===== src/rtl/aes_pkg.sv =====
// Shared AES definitions: datapath widths, the owner tag that travels with each
// S-box operation, and a helper that places a 32-bit word in a 128-bit lane.
package aes_pkg;

  localparam int AES_STATE_W = 128;
  localparam int AES_WORD_W  = 32;

  // Which requester an in-flight S-box operation belongs to.
  typedef enum logic {
    OWN_RND = 1'b0,
    OWN_KEY = 1'b1
  } sb_owner_t;

  // One stage of the latency-matched tag pipeline.
  typedef struct packed {
    logic      vld;
    sb_owner_t owner;
  } sb_tag_t;

  // Zero-extend a SubWord operand into the low lanes of the shared S-box array.
  function automatic logic [AES_STATE_W-1:0] widen_word(input logic [AES_WORD_W-1:0] w);
    return {{(AES_STATE_W - AES_WORD_W){1'b0}}, w};
  endfunction

endpackage


===== src/rtl/sb_tag_pipe.sv =====
// LAT-deep shift register of {valid, owner} tags, kept in step with the shared
// sub_bytes latency so that each result can be matched to its requester.
// Shifts every cycle with no stall; asynchronous active-low clear. LAT must be >= 1.
module sb_tag_pipe
  import aes_pkg::*;
#(
  parameter int LAT = 1
) (
  input  logic      clk,
  input  logic      rst_n,
  input  logic      in_vld,
  input  sb_owner_t in_owner,
  output logic      out_vld,
  output sb_owner_t out_owner,
  output logic      any_vld
);

  sb_tag_t tag_reg [LAT];

  // Stage 0 captures the current grant (or a bubble) every cycle.
  always_ff @(posedge clk or negedge rst_n) begin
    if (!rst_n) begin
      tag_reg[0] <= '{vld: 1'b0, owner: OWN_RND};
    end else begin
      tag_reg[0] <= '{vld: in_vld, owner: in_owner};
    end
  end

  genvar gi;
  generate
    for (gi = 1; gi < LAT; gi++) begin : g_stage
      // Each later stage copies its predecessor; a reset drops everything in flight.
      always_ff @(posedge clk or negedge rst_n) begin
        if (!rst_n) begin
          tag_reg[gi] <= '{vld: 1'b0, owner: OWN_RND};
        end else begin
          tag_reg[gi] <= tag_reg[gi-1];
        end
      end
    end
  endgenerate

  // Busy indication: any stage still carries a live operation.
  always_comb begin
    any_vld = 1'b0;
    for (int i = 0; i < LAT; i++) begin
      any_vld = any_vld | tag_reg[i].vld;
    end
  end

  assign out_vld   = tag_reg[LAT-1].vld;
  assign out_owner = tag_reg[LAT-1].owner;

endmodule


===== src/rtl/sub_bytes_arb.sv =====
// Arbiter and response tracker sharing one sub_bytes array between the round
// datapath (128-bit state) and key expansion (32-bit SubWord).
// Optional feature macro: SUB_BYTES_ARB_RR_EN selects round-robin arbitration;
// without it key expansion has fixed priority over the round datapath.
module sub_bytes_arb
  import aes_pkg::*;
#(
  parameter int LAT = 1
) (
  input  logic                   clk,
  input  logic                   rst_n,
  input  logic                   rnd_req,
  input  logic [AES_STATE_W-1:0] rnd_din,
  output logic                   rnd_gnt,
  output logic                   rnd_vld,
  output logic [AES_STATE_W-1:0] rnd_dout,
  input  logic                   key_req,
  input  logic [AES_WORD_W-1:0]  key_din,
  output logic                   key_gnt,
  output logic                   key_vld,
  output logic [AES_WORD_W-1:0]  key_dout,
  output logic [AES_STATE_W-1:0] sb_din,
  input  logic [AES_STATE_W-1:0] sb_dout,
  output logic                   busy
);

  logic      both_req;
  sb_owner_t winner;
  logic      gnt_any;
  sb_owner_t gnt_owner;
  logic      last_vld;
  sb_owner_t last_owner;

  // Contention only counts outside reset, since requests are ignored then.
  assign both_req = rst_n & rnd_req & key_req;

`ifdef SUB_BYTES_ARB_RR_EN
  // Owner that wins the next contended cycle; flips each time it is used so
  // that continuous contention alternates grants.
  sb_owner_t next_pref_reg;

  // Pointer starts at "key next" and advances only on contended cycles.
  always_ff @(posedge clk or negedge rst_n) begin
    if (!rst_n) begin
      next_pref_reg <= OWN_KEY;
    end else if (both_req) begin
      next_pref_reg <= (next_pref_reg == OWN_KEY) ? OWN_RND : OWN_KEY;
    end
  end

  assign winner = next_pref_reg;
`else
  // Fixed priority: key expansion always wins a contended cycle.
  assign winner = OWN_KEY;
`endif

  // Combinational grant: a lone requester is granted at once, contention goes
  // to the winner, and nothing is granted while reset is asserted.
  always_comb begin
    rnd_gnt = 1'b0;
    key_gnt = 1'b0;
    if (rst_n) begin
      if (both_req) begin
        rnd_gnt = (winner == OWN_RND);
        key_gnt = (winner == OWN_KEY);
      end else begin
        rnd_gnt = rnd_req;
        key_gnt = key_req;
      end
    end
  end

  assign gnt_any   = rnd_gnt | key_gnt;
  assign gnt_owner = key_gnt ? OWN_KEY : OWN_RND;

  // Operand mux into the shared S-box array; idle cycles present zeros.
  always_comb begin
    sb_din = '0;
    if (key_gnt) begin
      sb_din = widen_word(key_din);
    end else if (rnd_gnt) begin
      sb_din = rnd_din;
    end
  end

  sb_tag_pipe #(
    .LAT (LAT)
  ) u_tag_pipe (
    .clk       (clk),
    .rst_n     (rst_n),
    .in_vld    (gnt_any),
    .in_owner  (gnt_owner),
    .out_vld   (last_vld),
    .out_owner (last_owner),
    .any_vld   (busy)
  );

  // Steer the returning S-box result to its owner; data is zero when not valid.
  always_comb begin
    rnd_vld  = 1'b0;
    key_vld  = 1'b0;
    rnd_dout = '0;
    key_dout = '0;
    if (last_vld) begin
      if (last_owner == OWN_KEY) begin
        key_vld  = 1'b1;
        key_dout = sb_dout[AES_WORD_W-1:0];
      end else begin
        rnd_vld  = 1'b1;
        rnd_dout = sb_dout;
      end
    end
  end

endmodule


===== config.mk =====
export PLATFORM = sky130hd
export DESIGN_NAME = sub_bytes_arb
export DESIGN_NICKNAME = d
export VERILOG_FILES = /design/src/rtl/aes_pkg.sv /design/src/rtl/sb_tag_pipe.sv /design/src/rtl/sub_bytes_arb.sv
export SDC_FILE = /design/constraint.sdc
export NUM_CORES = 1
export LEC_CHECK = 0
export BUFFER_PORTS_ARGS = -buffer_cell sky130_fd_sc_hd__buf_4
export CAP_MARGIN = 15
export CORE_AREA = 2 2 225 227
export DETAILED_ROUTE_END_ITERATION = 6
export DIE_AREA = 0 0 227 229
export GPL_ROUTABILITY_DRIVEN = 0
export PLACE_DENSITY_LB_ADDON = 0.2
export SETUP_SLACK_MARGIN = 0.1
export SLEW_MARGIN = 20
export SYNTH_ARGS = -nofsm -noshare
export SYNTH_HDL_FRONTEND = slang
export SYNTH_SLANG_ARGS = --single-unit

===== constraint.sdc =====
create_clock -name clk -period 1.2 [get_ports clk]
set_input_delay 0.24 -clock clk [delete_from_list [all_inputs] [get_ports clk]]
set_output_delay 0.24 -clock clk [all_outputs]
set_load 0.02 [all_outputs]

==> flow_summary.ini, run 1 <==
[run_status]
status = finished, violations left
violations = negative setup slack

[critical_path]
end_kind = output port
critPathSlowestCell = dfrtp_1
cp_common_cell = buf_12
path_class = reg -> out
cp-start-kind = register
cp_slowest_stage_delay_ns = 0.39
crit_chain = nor2b_4 -> buf_12 -> buf_12 -> and2_4 -> buf_6
cp.arrival_ns = 1.42
critPathTopFamily = buffers and inverters
crit_path_max_fanout = 24
crit_required_ns = 0.96
crit_buf_inv = 3

[synthesis]
synth_compound_area_share_pct = 14.65
muxShareOfSynthArea_pct = 0
yosysTopAreaCell = and2_1
synth_top_family_by_area = simple AND/OR/NAND/NOR gates
ys_seq_area_share_pct = 2.236
synth-simple-area-share_pct = 73.17
synth-xor-area-share_pct = 0
synth-seq-cells = 2
avgSynthCellArea_sq_um = 6.603
synth_area_sq_mm = 0.002238
synth_top_cell_area_share_pct = 63.16
synthAdderAreaFrac_pct = 0
synth.distinct_cells = 13
synth_fp_nets = 631
postSynthCellCount = 339
synth_warnings = 0
yosys-top-cells-area = and2_1 63%, a32o_1 14%, and3_1 8.9%, clkbuf_1 4.4%, buf_6 3.0%

[route]
drtAntennaViolNets = 0
routedWlPerCell_um = 14.83
drtIter0Drc = 108
firstDrtPassIters = 4
totalWireLength_um = 23900
viasPerCell = 2.934
via_count = 4727
drc = 0

[layout]
drive_gt1_share_pct = 99.36
layout_common_cells = 387 x buf_4, 222 x and2_4, 218 x buf_6
syn_to_final_growth_pct = 330.6
final_common_cell = buf_4
nets = 1229

[floorplan]
io_pins = 585
rows = 82
start_util_pct = 4.508
die_area_sq_mm = 0.05198
die_h_um = 229
dieWidth_um = 227
core_area_sq_mm = 0.04966

[timing]
relSlewSlack_pct = 73.70
hold_viol = 0
slew_viol_final = 0
fin_setup_tns_ns = -111.17
fmaxAchievable_ghz = 0.6025
holdWs_ns = 0.02988
fin_ws_ns = -0.4598
setup_viol = 293
fin_crit_ns = 1.660
fin_crit_sh_pct = 138.3
rsz0062_at_grt = true
tightestPinTransition_ns = 0.3945

[global_route]
grt_max_degree = 38
grt_first_pass_wirelength_um = 31020
grt_antenna_before_repair = 1
grt-ovfl-total = 0
grt_use_total_pct = 7.917
grt_pass1_vias = 4679

[clocking]
cts_tree = done
clockBufferDepth = 2
clock-sinks = 2
cts-buffers-inserted = 3
htreeDepth = 1
root_buffer = clkbuf_16
clk_pin_slew_ns = 0.03

[power_and_ir_drop]
leakage_nw = 5.042
vdd_drop_max_uv = 339.3
power_density_mw_per_mm2 = 403.4

[hold_path]
hold_class = in -> async

[placement]
port_buffers = 584
post-place-ws_ns = -0.4215
dp_hpwl_um = 19310

[flow_run]
drv_cap = 0
## cell usage after synthesis
| cell | number |
|---|---|
| dfrtp_1 | 2 |
| clkbuf_2 | 2 |
| buf_6 | 6 |
| clkbuf_1 | 26 |
| a32o_1 | 32 |
| nor2b_2 | 1 |
| o21a_1 | 1 |
| and3b_1 | 1 |
| and3_1 | 32 |
| buf_4 | 1 |
| and2_1 | 226 |
| nor2b_1 | 1 |
| buf_2 | 8 |
## cell type report
type	instances	area, sq um
Fill cell	5640	40020
Timing Repair Buffer	636	6041
Multi-Input combinational cell	294	2619
Tap cell	672	840.8
Clock buffer	4	78.83
Sequential cell	2	51.30
Antenna cell	3	7.507
## flip-flops by register name, summed over array words and instances, names as in the netlist
signal	count
u_tag_pipe.any_vld	1
u_tag_pipe.out_owner	1
## metal layers
metal | vias to the layer above | wire length [um] | track usage, %
li1 | 2313 | - | -
met1 | 2182 | 9620 | 9.813
met2 | 228 | 12830 | 15.17
met3 | 4 | 1344 | 0.8339
met4 | 0 | 99 | 0.4289
met5 | - | 0 | 0
## worst min-delay path: cells and delay by family
family	cells	cell delay, ns
buffers and inverters	3	0.34
## power by group
part	leakage (nW)	total (W)	internal [W]	switching, W
Sequential	0.0240	0.0000749	0.0000722	0.00000270
Clock	0.0382	0.000519	0.000437	0.0000813
Combinational	4.98	0.00329	0.00195	0.00135
Total	5.04	0.00389	0.00246	0.00143
## path summary, 6_finish.rpt
| check | depth (start not counted) | slack [ns] | end | start |
|---|---|---|---|---|
| min in group clk | 4 | 0.39 | u_tag_pipe.any_vld$_DFF_PN0_ | rnd_req |
| hold / removal | 3 | 0.03 | u_tag_pipe.any_vld$_DFF_PN0_ | rst_n |
| max in group asynchronous | 3 | 1.03 | u_tag_pipe.any_vld$_DFF_PN0_ | rst_n |
| setup / recovery | 5 | -0.46 | rnd_dout[106] | u_tag_pipe.out_owner$_DFF_PN0_ |
## per-stage QoR
stage               std cells  util, %  area, sq um  power, W
floorplan                 339        -         3099  0.001422
global placement         1578    16.49         8190  0.002955
detailed placement       1578    16.49         8190  0.002941
CTS                      1593    18.03         8955  0.003715
global route             1609    19.40         9633  0.004080
finish                   1611    19.41         9638  0.003888
## cell families (layout without fill, tap and decap cells)
logic type | count (synthesis) | count (layout)
flops | 2 | 2
other cells | 0 | 3
compound gates | 33 | 33
buf+inv | 43 | 640
simple gates | 261 | 261
## timing repair
item	4_1_cts	5_1_grt
cloned	5	9
setup endpoints to repair	293	293
buffers inserted	6	6
pin swaps	3	23
gates resized for setup	127	120
hold buffers	0	0
(Power assumes the default switching activity.)
==> run 2: changes to the inputs <==
--- a/config.mk
+++ b/config.mk
@@ -7,9 +7,9 @@
 export LEC_CHECK = 0
 export BUFFER_PORTS_ARGS = -buffer_cell sky130_fd_sc_hd__buf_4
 export CAP_MARGIN = 15
-export CORE_AREA = 2 2 225 227
+export CORE_AREA = 2 2 228 230
 export DETAILED_ROUTE_END_ITERATION = 6
-export DIE_AREA = 0 0 227 229
+export DIE_AREA = 0 0 230 232
 export GPL_ROUTABILITY_DRIVEN = 0
 export PLACE_DENSITY_LB_ADDON = 0.2
 export SETUP_SLACK_MARGIN = 0.1
==> constraint.sdc (replaced) <==
create_clock -name clk -period 1.8 [get_ports clk]
set_input_delay 0.36 -clock clk [delete_from_list [all_inputs] [get_ports clk]]
set_output_delay 0.36 -clock clk [all_outputs]
set_load 0.02 [all_outputs]
==> flow_summary.ini, run 2 (synthesized netlist as in run 1, its figures left out) <==
[critical_path]
crit_path_end = rnd_dout[108]
cp_slowest_stage_delay_ns = 0.39
end_kind = output port
cp-start-kind = register
cp.arrival_ns = 1.50
cp_common_cell = buf_12
crit_chain = nor2b_4 -> buf_12 -> buf_16 -> buf_12 -> and2_4 -> buf_6
startpoint = u_tag_pipe.out_owner$_DFF_PN0_
path_class = reg -> out
crit_required_ns = 1.44
critPathSlowestCell = dfrtp_1
crit_path_max_fanout = 8

[clocking]
clockBufferDepth = 2
clk_pin_slew_ns = 0.03
htreeDepth = 1
clock-sinks = 2
cts-buffers-inserted = 3
root_buffer = clkbuf_16
cts_tree = done

[power_and_ir_drop]
leakage_nw = 5.154
power_density_mw_per_mm2 = 274.8
vdd_drop_max_uv = 227.1
power_w = 0.002758

[timing]
fin_crit_sh_pct = 103.3
hold_viol = 0
fin_crit_ns = 1.860
fmaxAchievable_ghz = 0.5378
tightestPinTransition_ns = 0.4283
rsz0062_at_grt = true
setup_viol = 101
holdWs_ns = 0.1437
relSlewSlack_pct = 71.45
fin_ws_ns = -0.05958
slew_viol_final = 0

[route]
drtIter0Drc = 91
viasPerCell = 3.049
firstDrtPassIters = 4
drtAntennaViolNets = 0
routedWlPerCell_um = 16.14
via_count = 4973
drc = 0
totalWireLength_um = 26320

[floorplan]
io_pins = 585
start_util_pct = 4.399
die_area_sq_mm = 0.05336
rows = 83
die_h_um = 232
dieWidth_um = 230
core_area_sq_mm = 0.05089

[global_route]
grt_pass1_vias = 5199
grt_first_pass_wirelength_um = 34020
grt-ovfl-total = 0
grt_antenna_before_repair = 0
grt_max_degree = 35
grt_use_total_pct = 8.478

[layout]
layout_common_cells = 355 x buf_4, 245 x buf_6, 208 x and2_4
final_common_cell = buf_4
syn_to_final_growth_pct = 348.4
insertedDiodeCount = 0
fin_cells = 1631
nets = 1245
fillers = 5663
drive_gt1_share_pct = 92.85

[run_status]
status = finished, violations left
violations = negative setup slack

[hold_path]
hold_class = in -> async

[placement]
port_buffers = 584
dp_hpwl_um = 18530
dp_cells = 1586

[flow_run]
drv_cap = 0
-- run 2: layout make-up --
type,count,area [sq um],share of cell area [%]
clock buffer,3,75.07,0.7479
multi-input combinational,294,2521,25.12
sequential,2,50.05,0.4986
tap,680,850.8,8.477
timing repair buffer,652,6540,65.16
-- run 2: power by group --
group | leakage (nW) | internal [W] | switching, W
clock | 0.0370 | 0.000283 | 0.0000495
sequential | 0.0252 | 0.0000479 | 0.00000234
combinational | 5.09 | 0.00142 | 0.000959
-- run 2: how the worst min path moves through the flow --
stage / depth (start not counted) / to / slack (ns) / start
CTS: 3 / u_tag_pipe.out_owner$_DFF_PN0_ / 0.14 / rst_n
global route: 3 / u_tag_pipe.out_owner$_DFF_PN0_ / 0.15 / rst_n
global placement: 3 / u_tag_pipe.any_vld$_DFF_PN0_ / 0.39 / rst_n
detailed placement: 3 / u_tag_pipe.any_vld$_DFF_PN0_ / 0.39 / rst_n
finish: 3 / u_tag_pipe.out_owner$_DFF_PN0_ / 0.14 / rst_n
floorplan: 0 / u_tag_pipe.any_vld$_DFF_PN0_ / 0.06 / rst_n
-- run 2: metal layers --
| metal | track usage (%) | routed length, um | vias to the layer above | share of wire [%] |
|---|---|---|---|---|
| met5 | 0 | 0 | - | 0 |
| met1 | 9.172 | 9448 | 2311 | 36 |
| met4 | 0.6250 | 324 | 0 | 1.2 |
| met3 | 1.289 | 1604 | 14 | 6.1 |
| li1 | - | - | 2348 | - |
| met2 | 17.64 | 14950 | 300 | 57 |
-- run 2: critical path: cells and delay by family (launching register included) --
kind | cells | cell delay, ns
and+or+nand+nor | 2 | 0.28
buffers and inverters | 4 | 0.59
DFF | 1 | 0.39
-- run 2: repair_timing --
item,in CTS,in global routing
setup buffers,11,8
gates resized for setup,353,174
endpoints found under the setup margin,215,271
cloned,17,11
hold buffers,0,0
pin swaps,114,106
-- run 2: per-stage QoR --
| step | instance area, sq um | TNS [ns] | setup WS [ns] | utilization (%) |
|---|---|---|---|---|
| after floorplan | 2240 | 0 | 0.1190 | - |
| after global placement | 7542 | 0 | 0.005413 | 14.82 |
| after detailed placement | 7542 | -0.01370 | -0.005951 | 14.82 |
| after CTS | 9388 | -6.025 | -0.07903 | 18.45 |
| after global routing | 10040 | -10.53 | -0.1223 | 19.72 |
| final | 10040 | -2.727 | -0.05958 | 19.72 |
==> run 3: changes to the inputs <==
--- a/config.mk
+++ b/config.mk
@@ -6,7 +6,7 @@
 export NUM_CORES = 1
 export LEC_CHECK = 0
 export BUFFER_PORTS_ARGS = -buffer_cell sky130_fd_sc_hd__buf_4
-export CAP_MARGIN = 15
+export CAP_MARGIN = 20
 export CORE_AREA = 2 2 228 230
 export DETAILED_ROUTE_END_ITERATION = 6
 export DIE_AREA = 0 0 230 232
==> constraint.sdc (replaced) <==
create_clock -name clk -period 1.8 [get_ports clk]
set_input_delay 0.36 -clock clk [delete_from_list [all_inputs] [get_ports clk]]
set_output_delay 0.36 -clock clk [all_outputs]
set_load 0.01 [all_outputs]
==> flow_summary.ini, run 3 (synthesized netlist as in run 1, its figures left out) <==
[run_status]
status = finished, violations left
violations = negative setup slack

[clocking]
root_buffer = clkbuf_16
cts_hold_buffers = 0
cts_tree = done
clock-sinks = 2
cts-buffers-inserted = 3
clk_pin_slew_ns = 0.03
htreeDepth = 1
clockBufferDepth = 2

[critical_path]
end_kind = output port
path_class = reg -> out
crit_path_max_fanout = 8
startpoint = u_tag_pipe.any_vld$_DFF_PN0_
cp-start-kind = register
crit_required_ns = 1.44
cp.arrival_ns = 1.51

[floorplan]
rows = 83
dieWidth_um = 230
io_pins = 585
core_area_sq_mm = 0.05089
die_area_sq_mm = 0.05336
die_h_um = 232
start_util_pct = 4.399

[timing]
tightestPinTransition_ns = 0.4020
fin_crit_sh_pct = 104.1
setup_viol = 158
rsz0062_at_grt = true
fin_crit_ns = 1.873
relSlewSlack_pct = 73.20
holdWs_ns = 0.1964
fmaxAchievable_ghz = 0.5339
slew_viol_final = 0
fin_setup_tns_ns = -3.458
fin_ws_ns = -0.07317
hold_viol = 0

[global_route]
grt_pass1_vias = 4243
grt-ovfl-total = 0
grt_max_degree = 98
grt_use_total_pct = 7.419
grt_antenna_before_repair = 4
grt_first_pass_wirelength_um = 29700

[route]
drtIter0Drc = 121
drc = 0
viasPerCell = 2.932
via_count = 4697
drtAntennaViolNets = 0
routedWlPerCell_um = 16.22
totalWireLength_um = 25990
firstDrtPassIters = 4

[hold_path]
hold_class = in -> async

[flow_run]
drv_cap = 0

[layout]
syn_to_final_growth_pct = 292.7
nets = 1215
drive_gt1_share_pct = 80.67
final_common_cell = buf_4
layout_common_cells = 474 x buf_4, 118 x buf_6, 115 x and2_4

[power_and_ir_drop]
leakage_nw = 4.539
power_density_mw_per_mm2 = 244.0
vdd_drop_max_uv = 273.4

[placement]
dp_hpwl_um = 19630
port_buffers = 584
post-place-ws_ns = 0.04081
[run 3: cell count changes in the layout (fill, tap and decap cells not counted), moves of 17 or more]
cell	previous run	this run
a32o_1	15	32
buf_6	245	118
and2_1	18	111
buf_4	355	474
and2_4	208	115
a32o_2	17	0
[run 3: worst max-delay path, cell delays in order, from the launching register on]
cell,delay (ns)
dfrtp_1,0.43
nor2b_4,0.23
buf_12,0.17
clkbuf_16,0.18
and2_4,0.17
buf_6,0.10
[run 3: repair_timing]
item,CTS,global route
endpoints found under the setup margin,237,257
resized for setup,50,200
setup buffers,1,7
pin swaps,13,93
hold endpoints to repair,0,0
cloned,2,18
[run 3: where the power goes]
part	internal, W	switching, W	total, W
combinational	0.00109	0.000669	0.00176
sequential	0.0000479	0.00000381	0.0000517
clock	0.000282	0.0000479	0.000330
total	0.00142	0.000720	0.00215
[run 3: worst max-delay path by stage]
stage,to,cells past startpoint
floorplan,sb_din[100],6
CTS,rnd_dout[63],5
finish,rnd_dout[114],5
detailed placement,sb_din[37],5
global route,rnd_dout[9],5
global placement,sb_din[123],5
[run 3: metrics by stage]
step / util [%] / cell area (sq um) / instances / total power (W)
after detailed placement: 14.56 / 7410 / 1570 / 0.001522
after CTS: 15.16 / 7716 / 1576 / 0.001938
final: 17.28 / 8791 / 1602 / 0.002145
after global placement: 14.56 / 7410 / 1570 / 0.001533
after global routing: 17.28 / 8791 / 1602 / 0.002276
after floorplan: - / 2238 / 339 / 0.0005041
[run 3: final cells by class]
type                       instances  area (sq um)
timing repair buffer             622          5548
fill                            5817         42100
clock buffer                       3         75.07
sequential                         2         50.05
multi-input combinational        294          2265
antenna                            1         2.502
tap                              680         850.8
[run 3: layer usage]
metal  vias up  GRT usage [%]  wire, um
met5         -              0        13
met4         2         0.1815         1
met3         2          1.326      2007
met2       245          13.95     13700
met1      2168          9.208     10270
li1       2280              -         -
